File: src/rtl/uart_dbg_bridge.sv
// UART debug bridge: 8N1 host commands ('W' addr data / 'R' addr) become
// single 32-bit bus accesses; results are returned as ACK, NAK or read data.
module uart_dbg_bridge #(
   parameter int unsigned CLK_FREQ = 32'd100_000_000,
   parameter int unsigned BAUD     = 115200,
   parameter int unsigned TIMEOUT  = 1024
) (
   input  logic        clk,
   input  logic        resetn,
   input  logic        uart_rx,
   output logic        uart_tx,
   output logic        mem_valid,
   output logic        mem_instr,
   input  logic        mem_ready,
   output logic [31:0] mem_addr,
   output logic [31:0] mem_wdata,
   output logic [3:0]  mem_wstrb,
   input  logic [31:0] mem_rdata,
   output logic        busy
);

   localparam int unsigned DIV  = CLK_FREQ / BAUD;
   localparam int          CW   = $clog2(DIV + 1);
   localparam int          TW   = $clog2(TIMEOUT + 1);
   localparam logic [CW-1:0] LAST = CW'(DIV - 1);
   localparam logic [CW-1:0] HALF = CW'(DIV / 2 - 1);
   localparam logic [TW-1:0] TLAST = TW'(TIMEOUT - 1);
   localparam logic [7:0] CMD_W = 8'h57;
   localparam logic [7:0] CMD_R = 8'h52;
   localparam logic [7:0] ACK   = 8'h06;
   localparam logic [7:0] NAK   = 8'h15;

   // ---------------- receiver ----------------
   typedef enum logic [1:0] {RX_IDLE, RX_START, RX_DATA, RX_STOP} rx_st_t;

   logic [1:0]    rx_sync_q;
   logic          rx_prev_q;
   logic          rx_s;
   rx_st_t        rx_st_q;
   logic [CW-1:0] rx_cnt_q;
   logic [2:0]    rx_bit_q;
   logic [7:0]    rx_sh_q;
   logic          rx_done_q;
   logic          rx_ferr_q;

   assign rx_s = rx_sync_q[1];

   // Synchronizer keeps tracking the line through reset, so a line already low at release is not a start edge
   always_ff @(posedge clk) begin
      rx_sync_q <= {rx_sync_q[0], uart_rx};
      rx_prev_q <= rx_s;
   end

   // RX bit engine: start validation at half bit, then one sample per bit period
   always_ff @(posedge clk) begin
      if (!resetn) begin
         rx_st_q   <= RX_IDLE;
         rx_cnt_q  <= '0;
         rx_bit_q  <= '0;
         rx_sh_q   <= '0;
         rx_done_q <= 1'b0;
         rx_ferr_q <= 1'b0;
      end else begin
         rx_done_q <= 1'b0;
         case (rx_st_q)
            RX_IDLE: if (rx_prev_q && !rx_s) begin
               rx_st_q  <= RX_START;
               rx_cnt_q <= '0;
            end
            RX_START: if (rx_cnt_q == HALF) begin
               rx_cnt_q <= '0;
               rx_bit_q <= '0;
               rx_st_q  <= rx_s ? RX_IDLE : RX_DATA;
            end else rx_cnt_q <= rx_cnt_q + 1'b1;
            RX_DATA: if (rx_cnt_q == LAST) begin
               rx_cnt_q <= '0;
               rx_sh_q  <= {rx_s, rx_sh_q[7:1]};
               rx_bit_q <= rx_bit_q + 3'd1;
               if (rx_bit_q == 3'd7) rx_st_q <= RX_STOP;
            end else rx_cnt_q <= rx_cnt_q + 1'b1;
            RX_STOP: if (rx_cnt_q == LAST) begin
               rx_cnt_q  <= '0;
               rx_done_q <= 1'b1;
               rx_ferr_q <= !rx_s;
               rx_st_q   <= RX_IDLE;
            end else rx_cnt_q <= rx_cnt_q + 1'b1;
            default: rx_st_q <= RX_IDLE;
         endcase
      end
   end

   // ---------------- transmitter ----------------
   logic [9:0]    tx_sh_q;
   logic [CW-1:0] tx_cnt_q;
   logic [3:0]    tx_bit_q;
   logic          tx_busy_q;
   logic          tx_last;
   logic          tx_free;
   logic          tx_ld;
   logic [7:0]    tx_byte;

   // A new byte may load in the final stop-bit cycle, giving gapless back-to-back frames
   assign tx_last = tx_busy_q && (tx_cnt_q == LAST) && (tx_bit_q == 4'd9);
   assign tx_free = !tx_busy_q || tx_last;
   assign uart_tx = tx_busy_q ? tx_sh_q[0] : 1'b1;

   // TX shifter: start, 8 data LSB first, stop
   always_ff @(posedge clk) begin
      if (!resetn) begin
         tx_busy_q <= 1'b0;
         tx_sh_q   <= '1;
         tx_cnt_q  <= '0;
         tx_bit_q  <= '0;
      end else if (tx_ld) begin
         tx_sh_q   <= {1'b1, tx_byte, 1'b0};
         tx_cnt_q  <= '0;
         tx_bit_q  <= '0;
         tx_busy_q <= 1'b1;
      end else if (tx_busy_q) begin
         if (tx_cnt_q == LAST) begin
            tx_cnt_q <= '0;
            if (tx_bit_q == 4'd9) tx_busy_q <= 1'b0;
            else begin
               tx_bit_q <= tx_bit_q + 4'd1;
               tx_sh_q  <= {1'b1, tx_sh_q[9:1]};
            end
         end else tx_cnt_q <= tx_cnt_q + 1'b1;
      end
   end

   // ---------------- command FSM ----------------
   typedef enum logic [2:0] {ST_IDLE, ST_ADDR, ST_DATA, ST_BUS, ST_RESP} st_t;

   st_t           st_q, st_d;
   logic          is_wr_q;
   logic [1:0]    bcnt_q;
   logic [31:0]   addr_q, wdata_q, resp_q;
   logic [3:0]    wstrb_q;
   logic          mem_valid_q, mem_valid_d;
   logic [TW-1:0] tcnt_q;
   logic [2:0]    rcnt_q;
   logic          rx_good, rx_bad, is_cmd, tout, bus_end;
   logic          resp_ld;
   logic [31:0]   resp_val;
   logic [2:0]    resp_n;

   assign rx_good = rx_done_q && !rx_ferr_q;
   assign rx_bad  = rx_done_q && rx_ferr_q;
   assign is_cmd  = (rx_sh_q == CMD_W) || (rx_sh_q == CMD_R);
   assign tout    = mem_valid_q && !mem_ready && (tcnt_q == TLAST);
   assign bus_end = mem_valid_q && (mem_ready || tout);

   assign mem_valid = mem_valid_q;
   assign mem_instr = 1'b0;
   assign mem_addr  = addr_q;
   assign mem_wdata = wdata_q;
   assign mem_wstrb = wstrb_q;
   assign busy      = (st_q != ST_IDLE);

   // FSM state register
   always_ff @(posedge clk) begin
      if (!resetn) st_q <= ST_IDLE;
      else         st_q <= st_d;
   end

   // FSM next state
   always_comb begin
      st_d = st_q;
      case (st_q)
         ST_IDLE: if (rx_good) st_d = is_cmd ? ST_ADDR : ST_RESP;
         ST_ADDR: if (rx_bad) st_d = ST_RESP;
                  else if (rx_good && bcnt_q == 2'd3) st_d = is_wr_q ? ST_DATA : ST_BUS;
         ST_DATA: if (rx_bad) st_d = ST_RESP;
                  else if (rx_good && bcnt_q == 2'd3) st_d = ST_BUS;
         ST_BUS:  if (bus_end) st_d = ST_RESP;
         ST_RESP: if (tx_free && rcnt_q == 3'd0) st_d = ST_IDLE;
         default: st_d = ST_IDLE;
      endcase
   end

   // FSM outputs: bus request, response selection, TX byte loading
   always_comb begin
      mem_valid_d = 1'b0;
      resp_ld     = 1'b0;
      resp_val    = {24'h0, NAK};
      resp_n      = 3'd1;
      tx_ld       = 1'b0;
      tx_byte     = resp_q[7:0];
      case (st_q)
         ST_IDLE: resp_ld = rx_good && !is_cmd;
         ST_ADDR, ST_DATA: resp_ld = rx_bad;
         ST_BUS: begin
            mem_valid_d = !bus_end;
            if (bus_end) begin
               resp_ld = 1'b1;
               if (!tout) begin
                  if (is_wr_q) resp_val = {24'h0, ACK};
                  else begin
                     resp_val = mem_rdata;
                     resp_n   = 3'd4;
                  end
               end
            end
         end
         ST_RESP: tx_ld = tx_free && (rcnt_q != 3'd0);
         default: ;
      endcase
   end

   // Datapath: operand assembly (little-endian), bus handshake, timeout, response queue
   always_ff @(posedge clk) begin
      if (!resetn) begin
         is_wr_q     <= 1'b0;
         bcnt_q      <= '0;
         addr_q      <= '0;
         wdata_q     <= '0;
         wstrb_q     <= '0;
         mem_valid_q <= 1'b0;
         tcnt_q      <= '0;
         resp_q      <= '0;
         rcnt_q      <= '0;
      end else begin
         mem_valid_q <= mem_valid_d;
         tcnt_q      <= (mem_valid_q && mem_valid_d) ? tcnt_q + 1'b1 : '0;
         if (st_q == ST_IDLE && rx_good && is_cmd) begin
            is_wr_q <= (rx_sh_q == CMD_W);
            wstrb_q <= (rx_sh_q == CMD_W) ? 4'hF : 4'h0;
            bcnt_q  <= '0;
         end
         if (st_q == ST_ADDR && rx_good) begin
            addr_q <= {rx_sh_q, addr_q[31:8]};
            bcnt_q <= bcnt_q + 2'd1;
         end
         if (st_q == ST_DATA && rx_good) begin
            wdata_q <= {rx_sh_q, wdata_q[31:8]};
            bcnt_q  <= bcnt_q + 2'd1;
         end
         if (resp_ld) begin
            resp_q <= resp_val;
            rcnt_q <= resp_n;
         end else if (tx_ld) begin
            resp_q <= {8'h0, resp_q[31:8]};
            rcnt_q <= rcnt_q - 3'd1;
         end
      end
   end

endmodule

File: config.mk
export PLATFORM = sky130hd
export DESIGN_NAME = uart_dbg_bridge
export DESIGN_NICKNAME = d
export VERILOG_FILES = /design/src/rtl/uart_dbg_bridge.sv
export SDC_FILE = /design/constraint.sdc
export NUM_CORES = 1
export LEC_CHECK = 0
export ABC_AREA = 1
export CAP_MARGIN = 0
export CORE_ASPECT_RATIO = 0.6
export CORE_MARGIN = 2
export CORE_UTILIZATION = 50
export CTS_CLUSTER_DIAMETER = 50
export DETAILED_ROUTE_END_ITERATION = 8
export PLACE_DENSITY_LB_ADDON = 0.12
export RECOVER_POWER = 100
export SLEW_MARGIN = 0
export SYNTH_ARGS = -nofsm -noshare
export SYNTH_HDL_FRONTEND = slang
export SYNTH_SLANG_ARGS = --single-unit
export TNS_END_PERCENT = 10
File: constraint.sdc
create_clock -name clk -period 1.8 [get_ports clk]
set_input_delay 0.36 -clock clk [delete_from_list [all_inputs] [get_ports clk]]
set_output_delay 0.36 -clock clk [all_outputs]
set_load 0.01 [all_outputs]
==> results.yml <==
setup_path:
  crit_arrival_ns: 1.40
  crit_type: "register to output pin"
  critical_path_buf_inv_count: 1
  cp_data_required_time_ns: 1.44
  end_kind: "output pin"
  worst_path_largest_cell_delay_ns: 0.60
  cpMaxStageDelayCell: "clkdlybuf4s50_1"
  crit_family: "buffers and inverters"
  crit_fanout: 3
  cp_cell_sequence: "clkdlybuf4s50_1"
  crit_path_start_kind: "register"
floorplan:
  placementRows: 35
  dieArea_um2: 16400
  initial_core_util_pct: 50.6
  core_area_um2: 15200
  die-width_um: 164
  io_pins: 108
  die_h_um: 100
clocking:
  cts_buffers: 17
  clkTransAtPathRegs_ns: 0.07
  insertion_delay_ns: 0.43
  htree_levels: 4
  holdBufCountCts: 0
  tritoncts: "done"
  cts.sinks: 169
  cts_buffer_depth: 2
  clockRootBuffer: "clkbuf_16"
job:
  drv_cap: 0
detailed_routing:
  vias: 7091
  route.detailed.drc: 0
  drtIter0Drc: 589
  viasPerCell: 5.06
  post_drt_wl_per_cell_um: 14.0
  postRouteAntennaNets: 0
  routed_wl_um: 19600
  first_pass_iters: 5
cells_and_area:
  fin_nets: 1233
  multi_input_area_um2: 3710
  seq_area_um2: 3400
  finalNonFillerCells: 1402
  n_antenna_cell: 0
  drive_above_1_share_pct: 13.6
  n_fill_cell: 1314
  final_area_um2: 9980
  area_growth_pct: 29.7
synthesis:
  yosysWarnings: 0
  syn_inst: 1066
  netlist-cell-type-count: 45
  syn_area_um2: 7690
  synth_seq_cells: 169
  synth_nets: 1113
  avgSynthCellArea_um2: 7.22
  yosysSeqAreaShare_pct: 44.0
grt:
  gr-total-overflow: 0
  grt_max_degree: 62
  grt_pass1_wl_um: 32600
  grt_pass1_vias: 6564
  grt_use_total_pct: 24.7
  antenna_found_initial: 0
sta:
  rsz0062_at_grt: "yes"
  setup-tns-final_ns: 0
  min_period_ns: 1.76
  fin_crit_sh_pct: 97.5
  fin_ws_ns: 0.0445
  finalHoldViolCount: 0
  slew_violations: 0
  max_freq_mhz: 570
  setup_viol: 0
  worst_clock_skew_ns: 0.0141
place:
  placed_cells: 1366
  io_buffers: 106
  place_ws_ns: -0.0641
  placedInstanceArea_um2: 9170
  place.gp.congestion: 0.826
  hpwl_um: 13300
pwr:
  leakagePower_nw: 4.54
  peakVddDrop_uv: 500
  fin_total_pwr_mw: 8.07
  p_per_area_nw_per_um2: 809
hold_path:
  hold_class: "primary input to register"
outcome:
  outcome: "complete, no violations"
## per-layer routing
| metal | GRT usage (%) | vias up | routed length (um) |
|---|---|---|---|
| li1 | - | 3685 | - |
| met1 | 38.1 | 3208 | 10400 |
| met2 | 33.3 | 182 | 7630 |
| met3 | 6.78 | 16 | 1460 |
| met4 | 6.28 | 0 | 173 |
| met5 | 0 | - | 0 |
## metrics by stage
stage	hold slack [ns]	util [%]
4_1_cts	0.287	64.2
2_1_floorplan	0.310	-
6_report	0.296	65.7
5_1_grt	0.311	65.7
3_5_place_dp	0.317	60.3
3_3_place_gp	0.315	60.3
## Yosys cell counts, drive strengths merged
cell type  instances  area (um^2)
o21ai             85          425
a211oi             1         7.51
nor3               9         76.3
o22ai              3         18.8
a31oi              1         6.26
nor2             190          736
o2111ai            6         52.6
and3               1         6.26
dfxtp            169         3380
nand2            174          683
or2               28          175
conb               1         3.75
o211ai             2         15.0
clkinv             3         11.3
o21bai             2         26.3
xor2               6         52.6
nand4             40          256
inv              106          398
buf               34          206
ha                11          138
a21oi             60          300
o21a               1         7.51
nand3b             8         60.1
nand3             83          433
o31ai              1         7.51
xnor2              6         52.6
nor3b              5         42.5
clkbuf            30          113
## cell type report
cell class / instances / area share (%)
multi-input cells: 724 / 37.2
clock buffers: 18 / 4.30
well taps: 203 / 2.54
flip-flops and latches: 169 / 34.0
repair buffers: 165 / 16.3
clock inverters: 14 / 1.54
inverters: 109 / 4.12
## repair_timing
| action | CTS | global route |
|---|---|---|
| gates resized for setup | 9 | 45 |
| endpoints found under the hold margin | 0 | 0 |
| pin swaps | 0 | 11 |
| setup endpoints to repair | 15 | 67 |
| gates cloned | 0 | 2 |
| buffers inserted | 0 | 2 |
## final timing paths
check                from            to  slack [ns]  cells past startpoint
max          mem_addr[11]  mem_addr[11]        0.04                      1
max reg2reg   tx_cnt_q[1]    resp_q[13]        0.10                     11
min                resetn     mem_valid        0.30                      3
min reg2reg  rx_sync_q[0]  rx_sync_q[1]        0.33                      0
## cell families after synthesis
family | Yosys count | synth area share, %
flops | 169 | 44.0
xor+xnor | 12 | 1.37
fa+ha+maj | 11 | 1.79
compound gates | 162 | 11.3
other cells | 1 | 0.0487
buf+inv | 173 | 9.46
simple gates | 538 | 32.1
## registers in the layout, summed over array words and instances, names as in the netlist, named ones only
name,flops
mem_wdata,32
tcnt_q,11
tx_cnt_q,10
tx_sh_q,9
rcnt_q,3
mem_addr,32
rx_prev_q,1
rx_bit_q,3
rx_cnt_q,10
resp_q,32
rx_sync_q,2
mem_wstrb,1
rx_done_q,1
mem_valid,1
tx_busy_q,1
bcnt_q,2
rx_st_q,1
st_q,3
tx_bit_q,4
rx_ferr_q,1
rx_sh_q,8
## placed cells by master, fill, tap and decap left out, types with 12 or more instances in the layout
cell / synthesis / final
or2_0: 16 / 16
or2_2: 12 / 12
nor2_1: 185 / 178
nand2_1: 168 / 159
o21ai_0: 84 / 83
clkdlybuf4s50_1: 0 / 99
nand3_1: 81 / 78
inv_1: 97 / 97
dfxtp_1: 169 / 161
clkbuf_16: 0 / 19
a21oi_1: 60 / 60
buf_4: 6 / 45
nand4_1: 39 / 39
## power breakdown
part	leakage [nW]	internal, mW	switching (mW)	total (mW)
sequential	1.37	3.77	0.0360	3.81
combinational	2.89	0.255	0.431	0.686
clock	0.282	1.86	1.72	3.58
total	4.54	5.89	2.19	8.07
Note: power is estimated with default switching activity, not from simulation.
